$ cat config.mk
export PLATFORM = sky130hd
export DESIGN_NAME = dsi_lane_packet_scheduler_flat
export DESIGN_NICKNAME = d
export VERILOG_FILES = /design/src/rtl/dsi_lane_packet_scheduler_pkg.sv /design/src/rtl/dsi_lane_packet_scheduler_if.sv /design/src/rtl/dsi_lane_packet_scheduler_arbiter.sv /design/src/rtl/dsi_lane_packet_scheduler.sv /design/src/flat_wrapper.sv
export SDC_FILE = /design/constraint.sdc
export NUM_CORES = 1
export LEC_CHECK = 0
export ABC_AREA = 1
export CAP_MARGIN = 20
export CORE_MARGIN = 2
export CORE_UTILIZATION = 33
export CTS_BUF_LIST = sky130_fd_sc_hd__clkbuf_8 sky130_fd_sc_hd__clkbuf_16
export DETAILED_ROUTE_END_ITERATION = 8
export PLACE_DENSITY = 0.79
export SYNTH_ARGS = -nofsm -noshare
export SYNTH_HDL_FRONTEND = slang
export SYNTH_SLANG_ARGS = --single-unit
$ cat constraint.sdc
create_clock -name clk -period 1.7 [get_ports clk]
set_input_delay 0.255 -clock clk [delete_from_list [all_inputs] [get_ports clk]]
set_output_delay 0.255 -clock clk [all_outputs]
set_load 0.01 [all_outputs]
$ cat src/rtl/dsi_lane_packet_scheduler_pkg.sv
// Shared types and constants for the DSI lane packet scheduler.
//   sched_state_t : scheduler FSM states
//   SCHED_DATA_W  : default payload width
//   FIFO_W        : lane FIFO word width {lp, data}
//   LP_BIT        : bit index of the LP flag in a FIFO word (bridge reads it as mode_lp)
package dsi_sched_pkg;

  typedef enum logic [2:0] {S_IDLE, S_GRANT, S_XFER, S_DRAIN, S_GAP} sched_state_t;

  localparam int SCHED_DATA_W = 32;
  localparam int FIFO_W       = SCHED_DATA_W + 1;
  localparam int LP_BIT       = SCHED_DATA_W;

endpackage

$ cat src/rtl/dsi_lane_packet_scheduler_if.sv
// Requester and lane-FIFO handshake bundle of the DSI lane packet scheduler.
//   master : scheduler side (samples requests and FIFO status, drives ready and FIFO writes)
//   slave  : requesters plus lane FIFO side
interface dsi_lane_packet_scheduler_if
  import dsi_sched_pkg::*;
#(
  parameter int NUM_REQ = 4,
  parameter int DATA_W  = SCHED_DATA_W
);
  logic [NUM_REQ-1:0]        req_valid;
  logic [NUM_REQ*DATA_W-1:0] req_data;
  logic [NUM_REQ-1:0]        req_lp;
  logic [NUM_REQ-1:0]        req_last;
  logic [NUM_REQ-1:0]        req_ready;
  logic [DATA_W:0]           fifo_wdata;
  logic                      fifo_write;
  logic                      fifo_full;
  logic                      fifo_empty;

  modport master (
    input  req_valid, req_data, req_lp, req_last, fifo_full, fifo_empty,
    output req_ready, fifo_wdata, fifo_write
  );

  modport slave (
    output req_valid, req_data, req_lp, req_last, fifo_full, fifo_empty,
    input  req_ready, fifo_wdata, fifo_write
  );
endinterface

$ cat src/rtl/dsi_lane_packet_scheduler_arbiter.sv
// dsi_rr_arbiter: combinational round-robin pick.
//   req        in  NUM_REQ  request vector
//   last_grant in  IDX_W    previously granted index; search starts one above it
//   grant      out IDX_W    chosen index (0 when nothing requests)
//   any        out 1        at least one request present
module dsi_rr_arbiter #(
  parameter  int NUM_REQ = 4,
  localparam int IDX_W   = $clog2(NUM_REQ)
) (
  input  logic [NUM_REQ-1:0] req,
  input  logic [IDX_W-1:0]   last_grant,
  output logic [IDX_W-1:0]   grant,
  output logic               any
);

  // Walk from the farthest candidate back to the nearest so the nearest set bit wins.
  always_comb begin
    grant = '0;
    for (int i = NUM_REQ; i >= 1; i--) begin
      logic [IDX_W-1:0] idx;
      idx = IDX_W'((int'(last_grant) + i) % NUM_REQ);
      if (req[idx]) grant = idx;
    end
  end

  assign any = |req;

endmodule

$ cat src/rtl/dsi_lane_packet_scheduler.sv
// dsi_lane_packet_scheduler: shares one DSI lane between NUM_REQ packet sources.
// Grants whole packets round-robin, writes {lp, data} words into the lane FIFO and
// separates packets into distinct lane bursts (FIFO drain plus gap_cycles idle).
//   clk, rst_n        clock, asynchronous active-low reset
//   bus (master)      requester valid/data/lp/last/ready, FIFO wdata/write/full/empty
//   gap_cycles        idle cycles after the FIFO empties, sampled on DRAIN exit
//   grant_id          current/last granted requester
//   busy              scheduler not in IDLE
//   video_starve_cnt  only with DSI_SCHED_VIDEO_PRIO_EN: DRAIN+GAP cycles while req 0 waits
// Optional feature macro: DSI_SCHED_VIDEO_PRIO_EN (requester 0 gets strict priority).
module dsi_lane_packet_scheduler
  import dsi_sched_pkg::*;
#(
  parameter  int NUM_REQ = 4,
  parameter  int DATA_W  = SCHED_DATA_W,
  localparam int IDX_W   = $clog2(NUM_REQ)
) (
  input  logic                        clk,
  input  logic                        rst_n,
  dsi_lane_packet_scheduler_if.master bus,
  input  logic [15:0]                 gap_cycles,
  output logic [IDX_W-1:0]            grant_id,
  output logic                        busy
`ifdef DSI_SCHED_VIDEO_PRIO_EN
  ,
  output logic [15:0]                 video_starve_cnt
`endif
);

  sched_state_t       state;
  logic [IDX_W-1:0]   last_grant;
  logic               lp_cur;
  logic               lp_prev;
  logic [15:0]        gap_cnt;

  logic [NUM_REQ-1:0] arb_req;
  logic [IDX_W-1:0]   pick;
  logic               pick_any;
  logic [IDX_W-1:0]   sel;
  logic               sel_any;
  logic               sel_moves_ptr;

  logic               xfer;
  logic               accept;
  logic [DATA_W-1:0]  g_data;

`ifdef DSI_SCHED_VIDEO_PRIO_EN
  // Requester 0 is handled outside the rotation so the others share it fairly.
  assign arb_req = {bus.req_valid[NUM_REQ-1:1], 1'b0};
`else
  assign arb_req = bus.req_valid;
`endif

  dsi_rr_arbiter #(.NUM_REQ(NUM_REQ)) u_arb (
    .req        (arb_req),
    .last_grant (last_grant),
    .grant      (pick),
    .any        (pick_any)
  );

  always_comb begin
    sel           = pick;
    sel_any       = pick_any;
    sel_moves_ptr = 1'b1;
`ifdef DSI_SCHED_VIDEO_PRIO_EN
    if (bus.req_valid[0]) begin
      sel           = '0;
      sel_any       = 1'b1;
      sel_moves_ptr = 1'b0;
    end
`endif
  end

  assign xfer           = (state == S_XFER);
  assign g_data         = bus.req_data[grant_id*DATA_W +: DATA_W];
  assign accept         = xfer && bus.req_valid[grant_id] && !bus.fifo_full;
  assign bus.req_ready  = (xfer && !bus.fifo_full) ? (NUM_REQ'(1) << grant_id) : '0;
  assign bus.fifo_write = accept;
  assign bus.fifo_wdata = xfer ? {lp_cur, g_data} : '0;

  always_ff @(posedge clk or negedge rst_n) begin
    if (!rst_n) begin
      state      <= S_IDLE;
      grant_id   <= '0;
      last_grant <= IDX_W'(NUM_REQ - 1);
      lp_cur     <= 1'b0;
      lp_prev    <= 1'b1;
      gap_cnt    <= '0;
      busy       <= 1'b0;
`ifdef DSI_SCHED_VIDEO_PRIO_EN
      video_starve_cnt <= '0;
`endif
    end else begin
      case (state)
        S_IDLE: begin
          if (sel_any) begin
            grant_id <= sel;
            if (sel_moves_ptr) last_grant <= sel;
            lp_cur   <= bus.req_lp[sel];
            state    <= S_GRANT;
            busy     <= 1'b1;
          end
        end
        S_GRANT: begin
          // A mode change must not share a burst with words still queued in the FIFO.
          if (!((lp_cur != lp_prev) && !bus.fifo_empty)) state <= S_XFER;
        end
        S_XFER: begin
          if (accept && bus.req_last[grant_id]) begin
            lp_prev <= lp_cur;
            state   <= S_DRAIN;
          end
        end
        S_DRAIN: begin
          if (bus.fifo_empty) begin
            if (gap_cycles == 16'd0) begin
              state <= S_IDLE;
              busy  <= 1'b0;
            end else begin
              gap_cnt <= gap_cycles - 16'd1;
              state   <= S_GAP;
            end
          end
        end
        S_GAP: begin
          if (gap_cnt == 16'd0) begin
            state <= S_IDLE;
            busy  <= 1'b0;
          end else begin
            gap_cnt <= gap_cnt - 16'd1;
          end
        end
        default: begin
          state <= S_IDLE;
          busy  <= 1'b0;
        end
      endcase
`ifdef DSI_SCHED_VIDEO_PRIO_EN
      if ((state == S_DRAIN || state == S_GAP) && bus.req_valid[0] &&
          video_starve_cnt != 16'hFFFF)
        video_starve_cnt <= video_starve_cnt + 16'd1;
`endif
    end
  end

  a_no_write_when_full: assert property (@(posedge clk) disable iff (!rst_n)
    bus.fifo_full |-> !bus.fifo_write);

endmodule

$ cat src/flat_wrapper.sv
// flat-port wrapper written by rule: the top's interface ports become plain ports
module dsi_lane_packet_scheduler_flat import dsi_sched_pkg::*;
#(
  parameter  int NUM_REQ = 4,
  parameter  int DATA_W  = SCHED_DATA_W,
  localparam int IDX_W   = $clog2(NUM_REQ)
)
  (clk, rst_n, gap_cycles, grant_id, busy, bus_req_valid, bus_req_data, bus_req_lp, bus_req_last, bus_fifo_full, bus_fifo_empty, bus_req_ready, bus_fifo_wdata, bus_fifo_write);
  dsi_lane_packet_scheduler_if #(.NUM_REQ(NUM_REQ), .DATA_W(DATA_W)) bus_i ();
  input  logic clk;
  input  logic rst_n;
  input  logic [15:0] gap_cycles;
  output logic [IDX_W-1:0] grant_id;
  output logic busy;
  input wire logic [$bits(bus_i.req_valid)-1:0] bus_req_valid;
  input wire logic [$bits(bus_i.req_data)-1:0] bus_req_data;
  input wire logic [$bits(bus_i.req_lp)-1:0] bus_req_lp;
  input wire logic [$bits(bus_i.req_last)-1:0] bus_req_last;
  input wire logic [$bits(bus_i.fifo_full)-1:0] bus_fifo_full;
  input wire logic [$bits(bus_i.fifo_empty)-1:0] bus_fifo_empty;
  output wire logic [$bits(bus_i.req_ready)-1:0] bus_req_ready;
  output wire logic [$bits(bus_i.fifo_wdata)-1:0] bus_fifo_wdata;
  output wire logic [$bits(bus_i.fifo_write)-1:0] bus_fifo_write;
  assign bus_i.req_valid = bus_req_valid;
  assign bus_i.req_data = bus_req_data;
  assign bus_i.req_lp = bus_req_lp;
  assign bus_i.req_last = bus_req_last;
  assign bus_i.fifo_full = bus_fifo_full;
  assign bus_i.fifo_empty = bus_fifo_empty;
  assign bus_req_ready = bus_i.req_ready;
  assign bus_fifo_wdata = bus_i.fifo_wdata;
  assign bus_fifo_write = bus_i.fifo_write;
  dsi_lane_packet_scheduler #(.NUM_REQ(NUM_REQ), .DATA_W(DATA_W)) u_core (.clk(clk), .rst_n(rst_n), .bus(bus_i), .gap_cycles(gap_cycles), .grant_id(grant_id), .busy(busy));
endmodule
After elaboration in Yosys (flattened, before gate mapping)

Index checks and enable logic that the tools add are counted.

$add $sub $neg: 6
$lt $le $gt $ge: 6
Equality and inequality tests: 13
Shifts and indexed selects: 2
Mux-type cells: 36
Bitwise operators: 1
Reduce and logical (&&, ||, !) cells: 18

Operator list:

| operator              | count |
|---|---|
| $shiftx 128x8->32     | 1 |
| $mux 16               | 3 |
| $mux 33               | 1 |
| $logic_not 16->1      | 2 |
| $pmux 16 s2           | 1 |
| $sub 16x1->16 const B | 2 |
| $lt 2x3->1 const B    | 6 |
| $mux 3                | 6 |
| $pmux 3 s5            | 1 |
| $bmux 1 s2            | 7 |
| $mux 1                | 11 |
| $ne 2x2->1 const B    | 5 |
| $reduce_and 5->1      | 2 |
| $mux 2                | 4 |
| $eq 3x2->1 const B    | 2 |
| $ne 2x1->1 const B    | 3 |
| $logic_and 1x1->1     | 5 |
| $add 2x1->2 const B   | 2 |
| $add 2x2->2 const B   | 2 |
| $mux 4                | 1 |
| $pmux 1 s4            | 1 |
| $reduce_and 2->1      | 2 |
| $reduce_and 4->1      | 1 |
| $reduce_or 4->1       | 1 |
| 9 further kinds       | 10 |

Flip-flop bits (word level): 26
Input bits: 160
Output and inout bits: 41
Word-level logic and storage cells: 89

Longest topological paths before layout

Gate-level depths: netlist (run 1).

Depth in word-level cells: 9
Mapped depth: 14
Depth with buffers taken out: 13

Modules after synthesis

Synthesis (run 1) repeated with hierarchy kept, for this count alone.

Cell total of the unflattened synthesis: 519
Area total of the unflattened synthesis: 3125.5 µm²

By module, submodules not included:

| module                    | times used | cells each | area an instance (µm²) | sequential area each (µm²) |
|---|---|---|---|---|
| dsi_lane_packet_scheduler | 1          | 468        | 2859.0                 | 654.4 |
| dsi_rr_arbiter            | 1          | 51         | 266.5                  | 0.0 |

Worst setup path after synthesis (run 1)

No wires, ideal clock.

Path type: flip-flop to flip-flop
Start: register u_core.state[1]
End: register u_core.gap_cnt[8]
Setup time: 0.122 ns
Arrival time: 1.664 ns
Data required time: 1.578 ns
Path slack: -0.086 ns
Cell stages (with the launch flop): 13
Path buffers: 1
Clock period less this slack: 1.786 ns
Cell sequence: dfrtp_1 nor2_2 nand2_4 buf_6 o21ai_2 ha_1 inv_1 nor2_2 nand2_1 o21ai_0 nand2_1 nand2_1 o21ai_1

Longest elaborated chain between the ends: 3
Elaborated cells between the ends (all ways): 8
Classes of those cells: 5 x eq/ne; 1 x mux; 2 x reduce/logical

Ends and longest elaborated chain:

| element                                                   | RTL line                         | RTL |
|---|---|---|
| start: declaration                                        | dsi_lane_packet_scheduler.sv:30  | `sched_state_t state;` |
| start signal: assignment                                  | dsi_lane_packet_scheduler.sv:83  | `state <= S_IDLE;` |
| start signal: assignment                                  | dsi_lane_packet_scheduler.sv:100 | `state <= S_GRANT;` |
| start signal: assignment                                  | dsi_lane_packet_scheduler.sv:106 | `if (!((lp_cur != lp_prev) && !bus.fifo_empty)) state <= S_XFER;` |
| $eq 3x3->1 or $eq 3x2->1 (tied branches)                  | dsi_lane_packet_scheduler.sv:94  | `case (state)` |
| $ne 2x2->1 (no line) or $reduce_bool 2->1 (tied branches) | n/a                              |  |
| $reduce_and 4->1 (no line)                                | n/a                              |  |
| end signal: assignment                                    | dsi_lane_packet_scheduler.sv:120 | `gap_cnt <= gap_cycles - 16'd1;` |
| end signal: assignment                                    | dsi_lane_packet_scheduler.sv:130 | `gap_cnt <= gap_cnt - 16'd1;` |
| end: declaration                                          | dsi_lane_packet_scheduler.sv:34  | `logic [15:0] gap_cnt;` |

Several ways; a longest one is shown, not always the timed one.
A chain may end at the register's enable or synchronous reset.

Final worst setup path (run 1)

Start: register u_core.state[0]
End: register u_core.gap_cnt[15]

The elaborated chain is that of the path after synthesis.

==> flow_metrics.py, run 1 <==
metrics = {
    "route": {
        "viasPerCell": 5.40,
        "num_vias": 4743,
        "final_antenna_net_count": 0,
        "dr.pass1.iters": 5,
        "drt_iter0_markers": 229,
        "drc": 0,
        "wl_per_cell_um": 18.9,
        "wl_um": 16700,
    },
    "sta": {
        "setup_violations": 60,
        "fmax_mhz": 500,
        "hold_ws_ns": 0.365,
        "finClkSkew_ns": 0.00270,
        "period_needed_ns": 2.00,
        "relSlewSlack_pct": 75.0,
        "finalWorstSetupSlack_ns": -0.301,
        "slew_viol_final": 0,
        "hold_violations": 0,
        "fin_crit_sh_pct": 118,
        "rsz0062_at_grt": "yes",
        "tightest_slew_ns": 0.375,
    },
    "final_layout": {
        "synthToLayoutAreaGrowth_pct": 127,
        "instances_no_fill": 879,
        "layout-drive-gt1-share_pct": 39.4,
        "num-fill-cells": 618,
        "layout.nets": 933,
        "final_core_util_pct": 77.2,
        "antennaDiodeCount": 0,
    },
    "clocking": {
        "cts_root_buf": "clkbuf_8",
        "clockBufferDepth": 2,
        "cts.clk_slew.worst_paths_ns": 0.10,
        "clock_latency_ns": 0.28,
        "cts_tree": "built",
        "cts_hold_buf": 0,
        "cts_sinks": 26,
        "cts_max_level": 1,
        "cts_buffers": 3,
    },
    "status": {
        "violations": "negative setup slack",
        "status": "finished with violations",
    },
    "die": {
        "core_um2": 8680,
        "die_y_um": 98.5,
        "die_w_um": 98.5,
        "rows": 34,
        "ios": 201,
        "initial_core_util_pct": 34.0,
        "die-area_um2": 9700,
    },
    "synth": {
        "synth_area_um2": 2950,
        "synth.ff_latch_count": 26,
        "ys_warn_count": 0,
        "yosysMostFrequentCell": "nand2_1",
        "synth_top_area_cell": "dfrtp_1",
        "syn_area_per_cell_um2": 6.13,
        "synthTopCellsByArea": "dfrtp_1 (20%), a22oi_1 (17%), nand2_1 (16%)",
        "synth.top_cell.area_share_pct": 19.5,
        "synth_edf_count": 0,
        "synth_ff_type": "dfrtp_1",
        "netlist_top_cells_count": "nand2_1 (124), a22oi_1 (65), inv_1 (53), nor2_1 (39), a21oi_1 (34)",
        "synthArstFlopShare_pct": 100,
        "ys_seq_area_share_pct": 22.2,
        "yosysUniqueCellTypes": 32,
        "postSynthCellCount": 481,
        "synthesis.nets": 642,
    },
    "critical_path": {
        "critPathArrivalTime_ns": 2.19,
        "path_cells": "buf_6, nor2_4, nand2_8, buf_12, buf_16, nand2_4, o21ai_4, nor2_2, nand2_2, nor2_4, nand3b_1, nand3_2, nand2_1",
        "crit_type": "flip-flop to flip-flop",
        "cpMostUsedCell": "nor2_4",
        "cp.required_ns": 1.89,
        "critPathSlowestCell": "dfrtp_1",
        "cp_max_fo": 7,
        "slowest_delay_ns": 0.41,
        "cp-end-kind": "flip-flop",
        "cp-start-kind": "flip-flop",
    },
    "placed_design": {
        "port_buffers": 200,
        "pre_cts_ws_ns": -0.388,
        "dp_hpwl_um": 11300,
        "routabilityCongestion": 0.919,
        "place_inst": 836,
    },
    "global_route": {
        "antenna_found_initial": 0,
        "grt_max_degree": 34,
        "first_global_vias": 4749,
        "grt_pass1_wl_um": 24100,
        "track_usage_pct": 30.6,
        "overflow": 0,
    },
    "job": {
        "drv_cap": 0,
    },
    "pwr": {
        "ir_drop_mv": 0.289,
        "total_power_w": 0.00161,
        "p_leak_nw": 3.04,
        "powerDensity_nw_per_um2": 241,
    },
    "hold_path": {
        "hp-class": "primary input to asynchronous set/reset pin",
    },
}
==> registers in the layout, summed over array words and instances (netlist names) <==
| name | cells |
|---|---|
| u_core.busy | 1 |
| u_core.last_grant | 2 |
| u_core.state | 3 |
| u_core.gap_cnt | 16 |
| u_core.lp_cur | 1 |
| u_core.lp_prev | 1 |
| u_core.grant_id | 2 |
==> layout by cell type, fill, tap and decap left out, types with 21 or more instances in the layout <==
| master | instances |
|---|---|
| a21oi_1 | 25 |
| nand2_1 | 99 |
| buf_2 | 36 |
| a22oi_2 | 38 |
| inv_1 | 44 |
| a22oi_1 | 27 |
| clkdlybuf4s50_1 | 160 |
| dfrtp_1 | 21 |
| nand3_1 | 24 |
| nor2_1 | 24 |
| buf_4 | 76 |
==> cells by family after synthesis <==
group	synth area share, %
compound gates	32.7
xor+xnor	0.595
fa+ha+maj	0.425
buf+inv	11.9
flops	22.2
simple gates	32.2
==> metal layers <==
layer,vias up,track usage (%),wire length [um]
met2,229,59.0,8830
met4,0,7.06,480
li1,2227,-,-
met3,35,6.24,1120
met5,-,0,0
met1,2252,34.4,6220
==> area by class of cell <==
class | instances | area [um2] | share of cell area (%)
tap | 108 | 135 | 2.02
clock buffer | 4 | 55.1 | 0.821
multi-input combinational | 373 | 2610 | 39.0
timing repair buffer | 309 | 3000 | 44.7
inverter | 59 | 245 | 3.66
sequential | 26 | 657 | 9.80
==> final timing paths <==
check | cells past startpoint | slack (ns) | start | to
max reg2reg | 13 | -0.30 | u_core.state[0]$_DFFE_PN0P_ | u_core.gap_cnt[15]$_DFFE_PN0P_
min reg2reg | 2 | 0.49 | u_core.gap_cnt[9]$_DFFE_PN0P_ | u_core.gap_cnt[9]$_DFFE_PN0P_
min in group clk | 2 | 0.49 | u_core.gap_cnt[9]$_DFFE_PN0P_ | u_core.gap_cnt[9]$_DFFE_PN0P_
max in group asynchronous | 2 | 1.02 | rst_n | u_core.lp_prev$_DFFE_PN1P_
max | 13 | -0.30 | u_core.state[0]$_DFFE_PN0P_ | u_core.gap_cnt[15]$_DFFE_PN0P_
min | 2 | 0.37 | rst_n | u_core.gap_cnt[2]$_DFFE_PN0P_
==> stage by stage <==
stage	area (um2)	TNS, ns
floorplan	2960	-1.71
global placement	5590	-13.02
detailed placement	5590	-16.03
CTS	6200	-8.41
global route	6700	-16.28
finish	6700	-11.55
==> power breakdown <==
group          internal (W)  total (W)  switching (W)  leakage (nW)
logic              0.000389   0.000558       0.000169          2.72
registers          0.000618   0.000618              0         0.284
clock network      0.000208   0.000438       0.000230        0.0288
total               0.00122    0.00161       0.000398          3.04
==> critical path, delay by kind of cell, from the launching register on <==
family,cells,cell delay (ns)
AOI/OAI and AO/OA,1,0.06
DFF,1,0.41
buffers and inverters,3,0.42
and+or+nand+nor,9,1.03
==> repair_timing <==
action | in CTS | in global routing
pin swaps | 45 | 47
cloned | 7 | 5
setup buffers | 16 | 15
gates resized for setup | 269 | 90
endpoints found under the setup margin | 54 | 63
Note: power is estimated with default switching activity, not from simulation.
==> run 2: changes to the inputs <==
CORE_ASPECT_RATIO = 1.25   (was unset)
==> run 2 against run 1 <==
The run still ends with negative setup slack left. Sequential power about the same. Via count increased by 9.6%. Design area is 0.78% lower. Register-to-register slack lost 0.09 ns. Critical path type unchanged. Largest cell class unchanged. First-iteration DRC count rose to 2.6 times the previous value. Combinational power is 1% lower. Global-route usage up 4.1 points. Sequential cell count unchanged. Count of clock-buffer cells in the layout is 1 lower. Wire length is 15% higher. Highest routed layer is now met5.
==> flow_metrics.py, run 2 (synthesis gave the netlist of run 1 again) <==
metrics = {
    "status": {
        "status": "finished with violations",
        "violations": "negative setup slack",
    },
    "critical_path": {
        "crit_type": "flip-flop to flip-flop",
        "reg2reg_depth": 14,
        "cp.required_ns": 1.88,
        "endpoint": "u_core.gap_cnt[4]$_DFFE_PN0P_",
        "cp_max_fo": 8,
        "critPathArrivalTime_ns": 2.27,
        "r2r-start": "u_core.state[1]$_DFFE_PN0P_",
        "worstReg2RegEnd": "u_core.gap_cnt[4]$_DFFE_PN0P_",
        "rrSetupSlack_ns": -0.39,
        "cp-end-kind": "flip-flop",
        "cp-start-kind": "flip-flop",
        "worstSetupStartpoint": "u_core.state[1]$_DFFE_PN0P_",
    },
    "pwr": {
        "powerDensity_nw_per_um2": 261,
        "netSwitchingPower_w": 0.000418,
        "internal_power_w": 0.00131,
        "p_leak_nw": 3.03,
        "swShare_pct": 24.1,
        "power.combinational.fraction_pct": 31.7,
        "ir_drop_mv": 0.203,
        "pwr-share-seq_pct": 35.7,
        "clkPwrFrac_pct": 32.6,
    },
    "clocking": {
        "cts_buffers": 3,
        "cts.clk_slew.worst_paths_ns": 0.11,
        "cts_tree": "built",
        "cts_hold_buf": 0,
        "cts_root_buf": "clkbuf_8",
        "cts_sinks": 26,
        "clockBufferDepth": 2,
        "clock_latency_ns": 0.29,
        "cts_max_level": 1,
    },
    "sta": {
        "slew_viol_final": 0,
        "fin_setup_tns_ns": -16.04,
        "rsz0062_at_grt": "yes",
        "finalWorstSetupSlack_ns": -0.391,
        "fmax_mhz": 478,
        "tightest_slew_ns": 0.382,
        "period_needed_ns": 2.09,
        "fin_crit_sh_pct": 123,
        "hold_ws_ns": 0.339,
        "hold_violations": 0,
        "finClkSkew_ns": 0.00298,
        "relSlewSlack_pct": 74.5,
        "setup_violations": 64,
    },
    "route": {
        "wl_per_cell_um": 21.1,
        "dr.pass1.iters": 7,
        "drt_iter0_markers": 592,
        "wl_um": 19200,
        "num_vias": 5196,
        "viasPerCell": 5.70,
        "final_antenna_net_count": 0,
        "drc": 0,
    },
    "die": {
        "rows": 38,
        "die_w_um": 88.5,
        "initial_core_util_pct": 33.9,
        "die_y_um": 110,
        "die-area_um2": 9710,
        "core_um2": 8700,
        "ios": 201,
    },
    "placed_design": {
        "place_inst": 864,
        "port_buffers": 200,
        "pre_cts_ws_ns": -0.396,
        "routabilityCongestion": 0.986,
        "dp_hpwl_um": 12600,
        "place_area_um2": 5700,
    },
    "global_route": {
        "antenna_found_initial": 4,
        "grt_pass1_wl_um": 25700,
        "grt_max_degree": 27,
        "track_usage_pct": 34.7,
        "overflow": 0,
        "first_global_vias": 5146,
    },
    "final_layout": {
        "final_area_um2": 6650,
        "largest-register": "u_core.gap_cnt",
        "largest_reg_flops": 16,
        "largestRegisters": "u_core.gap_cnt x16, u_core.state x3",
        "synthToLayoutAreaGrowth_pct": 126,
        "layout.nets": 950,
        "final_cell_mix": "clkdlybuf4s50_1 (161), nand2_1 (107), buf_4 (78), a22oi_1 (45), inv_1 (43)",
        "num-fill-cells": 596,
        "instances_no_fill": 911,
        "layout-drive-gt1-share_pct": 39.0,
        "final_common_cell": "clkdlybuf4s50_1",
    },
    "hold_path": {
        "hp-class": "primary input to asynchronous set/reset pin",
    },
    "job": {
        "drv_cap": 0,
    },
}
run 2: changes by cell type in the layout (fill, tap and decap cells not counted), moves of 4 or more:
cell       delta
nand2_1       +8
a22oi_2      -18
o21ai_4       -4
buf_6        +28
a21oi_2      +10
a21oi_1      -11
a22oi_1      +18
nand2_4       -8
clkbuf_16     -5
run 2: worst min path at each step:
stage	slack, ns	endpoint	start
after floorplan	-0.04	u_core.busy$_DFFE_PN0P_	rst_n
after global routing	0.38	u_core.gap_cnt[14]$_DFFE_PN0P_	rst_n
after CTS	0.36	u_core.gap_cnt[14]$_DFFE_PN0P_	rst_n
after detailed placement	0.47	u_core.gap_cnt[11]$_DFFE_PN0P_	u_core.gap_cnt[11]$_DFFE_PN0P_
final	0.34	u_core.gap_cnt[14]$_DFFE_PN0P_	rst_n
after global placement	0.47	u_core.gap_cnt[12]$_DFFE_PN0P_	u_core.gap_cnt[12]$_DFFE_PN0P_
run 2: what timing repair did:
| action | 4_1_cts | 5_1_grt |
|---|---|---|
| gates cloned | 5 | 1 |
| hold endpoints to repair | 0 | 0 |
| setup buffers | 28 | 10 |
| resized for setup | 300 | 54 |
| endpoints found under the setup margin | 57 | 64 |
| pin swaps | 44 | 21 |
run 2: power by group through the flow:
| stage | clock, W | combinational (W) | sequential, W |
|---|---|---|---|
| after global placement | 0 | 0.000499 | 0.000630 |
| after detailed placement | 0 | 0.000505 | 0.000630 |
| after global routing | 0.000566 | 0.000577 | 0.000618 |
| after floorplan | 0 | 0.0000596 | 0.000630 |
| final | 0.000565 | 0.000550 | 0.000618 |
| after CTS | 0.000538 | 0.000531 | 0.000618 |
run 2: worst max-delay path, stage by stage, from the launching register on:
cell	delay (ns)
dfrtp_1	0.43
buf_6	0.13
nor2_4	0.15
nand2_8	0.12
buf_8	0.17
nand2_4	0.07
o21ai_4	0.06
ha_4	0.17
inv_4	0.06
nor2_4	0.04
buf_4	0.16
nand2_8	0.09
nor2_4	0.05
o21ai_1	0.16
o21ai_1	0.09
run 2: per-stage QoR:
stage          util [%]  total power (W)
2_1_floorplan         -         0.000690
3_3_place_gp       65.5          0.00113
3_5_place_dp       65.5          0.00114
4_1_cts            73.5          0.00169
5_1_grt            76.4          0.00176
6_report           76.4          0.00173
run 2: area by class of cell:
| class | count | area [um2] | area share (%) |
|---|---|---|---|
| tap | 120 | 150 | 2.26 |
| multi-input combinational | 372 | 2470 | 37.2 |
| clock buffer | 3 | 41.3 | 0.621 |
| antenna | 3 | 7.51 | 0.113 |
| timing repair buffer | 327 | 3050 | 45.8 |
| inverter | 59 | 243 | 3.65 |
| clock inverter | 1 | 30.0 | 0.452 |
| sequential | 26 | 658 | 9.90 |
run 2: layer usage:
| metal | global-route usage [%] | part of all wire [%] | vias to the layer above |
|---|---|---|---|
| met4 | 14.7 | 7.1 | 2 |
| met3 | 8.86 | 10 | 121 |
| met5 | 0 | 0.057 | - |
| li1 | - | - | 2266 |
| met1 | 36.8 | 33 | 2402 |
| met2 | 63.9 | 49 | 405 |
